## src/rtl/cdc_hs_arbiter.sv

```systemverilog
// cdc_hs_arbiter: source-domain scheduler for a 4-phase req/ack CDC channel.
// Several requesters share one multi-bit crossing through round-robin arbitration.
// The granted word is held on xfer_data while xfer_req/ack run through the full
// req-high / ack-high / req-low / ack-low sequence.
// Optional feature: define CDC_HS_TIMEOUT_EN to build the ack-wait timeout (err).
//
// Handshake on the requester side: a requester raises req_valid[i] and holds it
// together with its slice of req_data until it sees req_ready[i] high for one
// cycle. The word is captured in that cycle. Dropping req_valid before the grant
// withdraws the request.
module cdc_hs_arbiter #(
    parameter int NREQ        = 4,
    parameter int WIDTH       = 8,
    parameter int SYNC_STAGES = 2,
    parameter int TIMEOUT     = 255
) (
    input  logic                     clk_src,
    input  logic                     Rst,
    input  logic [NREQ-1:0]          req_valid,
    input  logic [NREQ*WIDTH-1:0]    req_data,
    output logic [NREQ-1:0]          req_ready,
    output logic                     xfer_req,
    output logic [WIDTH-1:0]         xfer_data,
    output logic [$clog2(NREQ)-1:0]  xfer_src,
    input  logic                     xfer_ack_async,
    output logic                     busy,
    output logic                     done,
    output logic                     err,
    output logic [1:0]               fsm_state
);

    localparam int IDXW = $clog2(NREQ);
    localparam logic [IDXW:0] NREQ_W = (IDXW+1)'(NREQ);

    typedef enum logic [1:0] {
        IDLE   = 2'd0,
        REQ_HI = 2'd1,
        REQ_LO = 2'd2
    } state_t;

    state_t                 state;
    state_t                 state_next;
    logic [SYNC_STAGES-1:0] sync_q;
    logic                   ack_sync;
    logic [IDXW-1:0]        ptr;
    logic [IDXW-1:0]        ptr_next;
    logic [IDXW-1:0]        win;
    logic                   found;
    logic                   grant;
    logic                   tmo;
    logic                   timed_out;
    logic [IDXW:0]          cand_sum;
    logic [IDXW-1:0]        cand;
    logic [IDXW:0]          ptr_sum;

    assign ack_sync  = sync_q[SYNC_STAGES-1];
    assign fsm_state = state;

    // A grant needs an idle channel with no stale ack visible. Reset gates the
    // pulse so no output is high while Rst is asserted.
    assign grant = (state == IDLE) && !ack_sync && found && !Rst;

    // Ack level synchronizer: the ack is shifted in from the LSB side.
    always_ff @(posedge clk_src or posedge Rst) begin
        if (Rst) begin
            sync_q <= '0;
        end else begin
            sync_q <= {sync_q[SYNC_STAGES-2:0], xfer_ack_async};
        end
    end

    // Round-robin search from the pointer upward with wrap, and the pointer
    // value that follows a grant to 'win'.
    always_comb begin
        found    = 1'b0;
        win      = '0;
        cand_sum = '0;
        cand     = '0;
        for (int k = 0; k < NREQ; k++) begin
            cand_sum = {1'b0, ptr} + (IDXW+1)'(k);
            if (cand_sum >= NREQ_W) begin
                cand_sum = cand_sum - NREQ_W;
            end
            cand = cand_sum[IDXW-1:0];
            if (!found && req_valid[cand]) begin
                found = 1'b1;
                win   = cand;
            end
        end
        ptr_sum = {1'b0, win} + (IDXW+1)'(1);
        if (ptr_sum == NREQ_W) begin
            ptr_next = '0;
        end else begin
            ptr_next = ptr_sum[IDXW-1:0];
        end
    end

    // Capture the granted word and index; they only move in a grant cycle.
    always_ff @(posedge clk_src or posedge Rst) begin
        if (Rst) begin
            xfer_data <= '0;
            xfer_src  <= '0;
            ptr       <= '0;
        end else if (grant) begin
            xfer_data <= req_data[int'(win)*WIDTH +: WIDTH];
            xfer_src  <= win;
            ptr       <= ptr_next;
        end
    end

`ifdef CDC_HS_TIMEOUT_EN
    localparam int CW_RAW = $clog2(TIMEOUT + 1);
    localparam int CW     = (CW_RAW > 8) ? CW_RAW : 8;

    logic [CW-1:0] wait_cnt;

    // The counter restarts on every state change and advances while in REQ_HI;
    // it stops at TIMEOUT because REQ_HI is left in that cycle.
    always_ff @(posedge clk_src or posedge Rst) begin
        if (Rst) begin
            wait_cnt <= '0;
        end else if (state_next != state) begin
            wait_cnt <= '0;
        end else if (state == REQ_HI && wait_cnt != CW'(TIMEOUT)) begin
            wait_cnt <= wait_cnt + 1'b1;
        end
    end

    assign tmo = (state == REQ_HI) && !ack_sync && (wait_cnt == CW'(TIMEOUT));

    // Remember an abandoned transfer so REQ_LO finishes without a done pulse.
    always_ff @(posedge clk_src or posedge Rst) begin
        if (Rst) begin
            timed_out <= 1'b0;
        end else if (tmo) begin
            timed_out <= 1'b1;
        end else if (state == IDLE) begin
            timed_out <= 1'b0;
        end
    end
`else
    // No timeout logic: REQ_HI waits for the ack indefinitely.
    assign tmo       = 1'b0 & (TIMEOUT > 0);
    assign timed_out = 1'b0;
`endif

    // State register.
    always_ff @(posedge clk_src or posedge Rst) begin
        if (Rst) begin
            state <= IDLE;
        end else begin
            state <= state_next;
        end
    end

    // Next-state logic for the 4-phase sequence.
    always_comb begin
        state_next = state;
        case (state)
            IDLE: begin
                if (grant) begin
                    state_next = REQ_HI;
                end
            end
            REQ_HI: begin
                if (ack_sync || tmo) begin
                    state_next = REQ_LO;
                end
            end
            REQ_LO: begin
                if (!ack_sync) begin
                    state_next = IDLE;
                end
            end
            default: state_next = IDLE;
        endcase
    end

    // Outputs decoded from the state; req_ready is the one-hot grant pulse.
    always_comb begin
        req_ready = '0;
        if (grant) begin
            req_ready[win] = 1'b1;
        end
        xfer_req = (state == REQ_HI);
        busy     = (state != IDLE);
        done     = (state == REQ_LO) && !ack_sync && !timed_out;
        err      = tmo;
    end

endmodule

```

## config.mk

```make
export PLATFORM = sky130hd
export DESIGN_NAME = cdc_hs_arbiter
export DESIGN_NICKNAME = d
export VERILOG_FILES = /design/src/rtl/cdc_hs_arbiter.sv
export SDC_FILE = /design/constraint.sdc
export NUM_CORES = 1
export LEC_CHECK = 0
export ABC_AREA = 1
export CORE_ASPECT_RATIO = 1.25
export CORE_MARGIN = 8
export CORE_UTILIZATION = 46
export DETAILED_ROUTE_END_ITERATION = 16
export PLACE_DENSITY_LB_ADDON = 0.12
export SKIP_LAST_GASP = 1
export SLEW_MARGIN = 15
export SYNTH_ARGS = -nofsm -noshare
export SYNTH_HDL_FRONTEND = slang
export SYNTH_SLANG_ARGS = --single-unit
```

## constraint.sdc

```tcl
create_clock -name clk_src -period 6.7 [get_ports clk_src]
set_clock_uncertainty 0.2 [all_clocks]
set_input_delay 1.34 -clock clk_src [delete_from_list [all_inputs] [get_ports clk_src]]
set_output_delay 1.34 -clock clk_src [all_outputs]
set_load 0.05 [all_outputs]
```

==> impl_results.md, run 1 <==
* Status: completed
* Cts hold-fix bufs at 0
* Post-CTS Setup Bufs at 0
* Clk sinks at 16
* Crit path top cell by count: nand2_1
* Via count at 1429
* Cells along the critical path: clkdlybuf4s50_1 > inv_1 > nand2_1 > nand2_1 > nand2_1 > nand2_1 > nand2_1 > nand2_1 > nand2_2 > nand3_2 > inv_2 > ha_1 > inv_1 > nor2_1 > clkdlybuf4s50_1
* Worst-Margin Slew at approximately 0.56 ns
* Area occupied by multi-input gates at 768.2 sq um
* VDD IR max at approximately 0.37 mV
* Ant diodes at 0
* Post-cts resize count at 0
* Synth Net Count at 259
* CP endpoint kind: output pin
* Initial antenna violation count at 0
* Critical Path AT at 4.29 ns
* Max_cap viols at 0
* DRC at 0
* Starting Density at 47.19%
* Fin area at 0.001947 sq mm
* Pwr dens at 534.1 mW/mm^2
* Vias in the first global route at 1398
* CTS tree: done
* Synth Register Bits at 16
* Fillers at 293
* Htree depth at 1
* Post-synthesis sequential area ratio at roughly 29%
* Fin. Hold Viols at 0
* Sum Neg Setup Slack at 0 ns
* Tot Pwr at 1.040 mW
* Mapped Area at 0.001364 sq mm
* Gate count after technology mapping at between 200 and 250
* Largest net degree at the start of global routing at 22
* Critical Path Fanout Max at 21
* PnR worst setup slack at 0.8699 ns
* Drt pass-1 iters at 4
* Post-layout util at between 60% and 70%
* Worst-path clk slew at 0.08 ns
* Mean Syn Cell Area at between 6 and 7 sq um
* Final slew viol count at 0
* DRT iter0 DRCs at 50
* Global Route Usage Sum at 13.37%
* Critical path class: in -> out
* Post-route insts no fill at 307
* Final setup vio count at 0
* Netlist cell types at 23
* Clk buf depth at 2
* P&R area growth vs syn at 42.75%
* Clock latency at the later pin of the worst-skew pair at 0.27 ns
* Root Buffer: clkbuf_4
* Tightest hold margin at 0.1536 ns
* Synth warn at 0
* GP Congestion at slightly above 0.8
* Share of cells above drive strength 1 at about 10%
* Worst path max stage delay at 0.82 ns
* Post-DP Area at a little under 0.002 sq mm
* # rows at 22
* Post-route minimum period at 5.830 ns
* Pleak at 1.040 nW
* Die width at 64.70 um
* CP Launch Type: input port
* Routed len/inst at 11.02 um
* Commonest non-fill, non-tap cell in the layout: nand2_1
* First-pass GRT wire length at 5733 um
* RSZ-0062 raised after global routing: false
* CTS buffer count at 3
* Max Freq at 0.1715 GHz
* Slew headroom at 62.57%
* Placed cells at 304
* Total die area at 0.004974 sq mm
* Most frequent cells in the layout: 93 x nand2_1, 57 x clkdlybuf4s50_1, 31 x inv_1
* Routed WL at 3384 um
* Place WS at ~0.83 ns
* Worst min path class: reg -> reg
* GRT Residual Overflow at 0
* Register area at 400.4 sq um
* Core area at a little under 0.003 sq mm
* DRT antenna net count at 0
* Crit path required time at 5.16 ns
* HPWL after DPL at 2763 um
* I/O pins at 59
* Synth area leaders: dfrtp_1 29%, nand2_1 26%, inv_1 8.5%
* Final net count at between 300 and 400
* CP max stage cell: clkdlybuf4s50_1
* Die Y-Extent at slightly below 80 um
* Yosys top cell by area: dfrtp_1
* Final period utilization at about 87%
* Share of the synthesized area in the top cell type at between 20% and 30%
* Via/cell ratio at approximately 4.7
* IO buf count at 57
-- Yosys cell counts --
| master | number |
|---|---|
| nand2_1 | 93 |
| inv_1 | 31 |
| dfrtp_1 | 16 |
| nand3_1 | 16 |
| nand2_2 | 10 |
| nor2_1 | 10 |
| nand4_1 | 8 |
| nand3_2 | 5 |
| o21ai_0 | 5 |
| ha_1 | 4 |
| inv_2 | 4 |
| buf_6 | 2 |
| nor2_2 | 2 |
| a21boi_0 | 1 |
| buf_12 | 1 |
| buf_2 | 1 |
| buf_4 | 1 |
| conb_1 | 1 |
| inv_6 | 1 |
| nand3_4 | 1 |
| nor2_4 | 1 |
| nor3_1 | 1 |
| or2_2 | 1 |
-- sequential cells by signal, summed over array words and instances, names as in the netlist --
register	count
fsm_state	2
xfer_data	8
ptr	2
sync_q	2
xfer_src	2
-- logic make-up (layout without fill, tap and decap cells) --
family,count (synthesis),count (layout),synth area share (%)
AND/OR/NAND/NOR,148,148,50.00
flip-flops,16,16,29.36
AO/OA/AOI/OAI,6,6,2.385
adder cells (fa/ha/maj),4,4,3.670
buffers and inverters,41,96,14.31
other,1,1,0.2750
-- path summary, 6_finish.rpt --
kind	startpoint	to	slack (ns)	depth (start not counted)
worst min-delay path	sync_q[0]$_DFF_PP0_	sync_q[1]$_DFF_PP0_	0.15	0
worst max register to register	ptr[0]$_DFFE_PP0P_	ptr[1]$_DFFE_PP0P_	3.99	13
worst min register to register	sync_q[0]$_DFF_PP0_	sync_q[1]$_DFF_PP0_	0.15	0
worst max-delay path	req_valid[2]	req_ready[3]	0.87	15
max in group asynchronous	Rst	xfer_data[7]$_DFFE_PP0P_	4.69	2
min in group asynchronous	Rst	fsm_state[0]$_DFFE_PP0P_	1.25	2
-- area by class of cell --
cell class	instances	share of cell area [%]
multi-input cells	159	39.46
repair buffers	57	29.31
inverters	36	7.198
flip-flops and latches	16	20.57
clock buffers	3	1.157
well taps	36	2.314
-- critical path, delay by kind of cell --
kind	cells	cell delay, ns
buffers and inverters	5	1.71
and+or+nand+nor	9	1.04
adders and majority gates	1	0.20
-- report_power, final --
| group | internal [mW] | switching (mW) | leakage, nW |
|---|---|---|---|
| clock | 0.0208 | 0.0245 | 0.0138 |
| sequential | 0.137 | 0.0364 | 0.198 |
| combinational | 0.267 | 0.555 | 0.828 |
| total | 0.424 | 0.616 | 1.04 |
-- per-layer routing --
layer,wire length (um),GRT usage [%],vias to the layer above
li1,-,-,769
met2,1634,22.73,35
met3,208,3.488,4
met5,0,0,-
met1,1503,16.01,621
met4,38,3.501,0
Note: power is estimated with default switching activity, not from simulation.
==> inputs of run 2 (changes only) <==
- CTS_CLUSTER_SIZE: unset -> 25
- GPL_TIMING_DRIVEN: unset -> 0
==> run 2 against run 1 <==
Die area stayed put; critical endpoint is now req_ready[0]; routed wire length is 8.2% higher; hold slack better by 0.00073 ns; highest routed layer unchanged; largest cell class unchanged; design area is 3.5% higher.
==> impl_results.md, run 2 (same netlist as run 1, synthesis figures left out) <==
* Fin. Hold Viols at 0 (unchanged)
* Clk buf depth at 2 (unchanged)
* Total die area at 0.004974 sq mm (unchanged)
* Worst-path clk slew at 0.09 ns (about the same)
* Max FFs per register at 8 (unchanged)
* Die width at 64.70 um (unchanged)
* Root Buffer: clkbuf_4
* I/O pins at 59 (unchanged)
* Final setup vio count at 0 (unchanged)
* Most frequent cells in the layout: 93 x nand2_1, 57 x clkdlybuf4s50_1, 31 x inv_1
* Placed cells at 309 (+1.6%)
* Critical Path Fanout Max at 11 (-48%)
* Core area at 0.002890 sq mm (unchanged)
* Vias in the first global route at 1436 (+2.7%)
* Global Route Usage Sum at 15.07% (+1.7 points)
* Max_cap viols at 0 (unchanged)
* Sum Neg Setup Slack at 0 ns (unchanged)
* HPWL after DPL at 2940 um (+6.4%)
* First-pass GRT wire length at 6292 um (+9.8%)
* Ant diodes at 0 (unchanged)
* Via count at 1469 (+2.8%)
* Routed len/inst at 11.70 um (+6.2%)
* DRC at 0 (unchanged)
* CTS tree: done
* Largest net degree at the start of global routing at 17 (-23%)
* Die Y-Extent at 76.88 um (unchanged)
* RSZ-0062 raised after global routing: false
* Pwr dens at 563.6 mW/mm^2 (+5.5%)
* CP endpoint kind: output pin
* Max Freq at 0.1810 GHz (+5.6%)
* Pleak at 1.077 nW (+3.6%)
* Routed WL at 3663 um (+8.2%)
* Cts hold-fix bufs at 0 (unchanged)
* Commonest non-fill, non-tap cell in the layout: nand2_1
* Post-cts resize count at 0 (unchanged)
* Critical path class: in -> out
* Critical Path AT at 3.98 ns (-0.31 ns)
* Worst-Margin Slew at 0.5872 ns (+0.02631 ns)
* Initial antenna violation count at 0 (unchanged)
* GP Congestion at 0.8591 (+3.3%)
* Worst min path class: reg -> reg
* Via/cell ratio at 4.693 (+0.83%)
* # rows at 22 (unchanged)
* DRT antenna net count at 0 (unchanged)
* Share of cells above drive strength 1 at 12.27% (+1.9 points)
* CTS buffer count at 3 (unchanged)
* P&R area growth vs syn at 47.80%
* Drt pass-1 iters at 4 (unchanged)
* IO buf count at 57 (unchanged)
* Final net count at 321 (+1.6%)
* DRT iter0 DRCs at 81 (+62%)
* Largest reg by FF count: xfer_data
* GRT Residual Overflow at 0 (unchanged)
* Starting Density at 47.19% (unchanged)
* Slew headroom at 60.81% (-1.8 points)
* Crit path required time at 5.16 ns (about the same)
* Post-route minimum period at 5.523 ns (-0.3066 ns)
* Tightest hold margin at 0.1543 ns (+0.0007350 ns)
* VDD IR max at 0.4343 mV (+18%)
* Final period utilization at 82.44% (-4.6 points)
* Htree depth at 1 (unchanged)
* Post-route insts no fill at 313 (+2.0%)
* Clock latency at the later pin of the worst-skew pair at 0.29 ns (+0.02 ns)
* Post-CTS Setup Bufs at 0 (unchanged)
* Fillers at 255 (-13%)
* Post-layout util at 69.74% (+2.4 points)
* Status: completed
* CP Launch Type: input port
* Final slew viol count at 0 (unchanged)
* Clk sinks at 16 (unchanged)
run 2: worst max-delay path: stages:
cell and delay, ns:
clkdlybuf4s50_1 0.42, inv_1 0.08, nand2_1 0.07, nand3_1 0.12, nand2_2 0.09, nor2_4 0.17, nand3_4 0.17, nand3_2 0.14
buf_6 0.16, buf_12 0.14, ha_1 0.14, inv_1 0.04, nor2_1 0.10, clkdlybuf4s50_1 0.81
run 2: routing by layer:
metal	GRT usage [%]	share of wire, %	up-vias
met4	5.033	1.1	0
met3	3.924	6.7	5
met1	16.85	41	638
li1	-	-	782
met2	26.52	51	44
met5	0	0	-
run 2: area by class of cell:
| type | count | area [sq um] | share of cell area (%) |
|---|---|---|---|
| plain buffers | 5 | 55.05 | 2.731 |
| clock buffers | 4 | 36.28 | 1.800 |
| inverters | 36 | 140.1 | 6.952 |
| multi-input cells | 159 | 768.2 | 38.11 |
| flip-flops and latches | 16 | 400.4 | 19.86 |
| well taps | 36 | 45.04 | 2.235 |
| repair buffers | 57 | 570.5 | 28.31 |
run 2: through the flow:
step                      setup WS [ns]  cell area, sq um  power [mW]
after detailed placement          1.161              1979       1.080
after global placement            1.190              1979       1.067
after global routing             0.9791              2016       1.246
after floorplan                   2.061              1364      0.8425
final                             1.177              2016       1.136
after CTS                         1.161              2016       1.147
run 2: path summary, 6_finish.rpt:
kind                                startpoint                        to  slack [ns]  cells after the start
max reg2reg                 ptr[0]$_DFFE_PP0P_        ptr[1]$_DFFE_PP0P_        4.44                     13
max in group asynchronous                  Rst  xfer_data[6]$_DFFE_PP0P_        4.69                      2
min                        sync_q[0]$_DFF_PP0_       sync_q[1]$_DFF_PP0_        0.15                      0
min in group asynchronous                  Rst        ptr[0]$_DFFE_PP0P_        1.23                      2
max                               req_valid[3]              req_ready[0]        1.18                     14
min reg2reg                sync_q[0]$_DFF_PP0_       sync_q[1]$_DFF_PP0_        0.15                      0
run 2: power breakdown:
| part | switching (mW) | total [mW] | internal [mW] |
|---|---|---|---|
| sequential | 0.0246 | 0.161 | 0.137 |
| clock | 0.0309 | 0.0641 | 0.0331 |
| combinational | 0.593 | 0.911 | 0.318 |
| total | 0.649 | 1.14 | 0.487 |
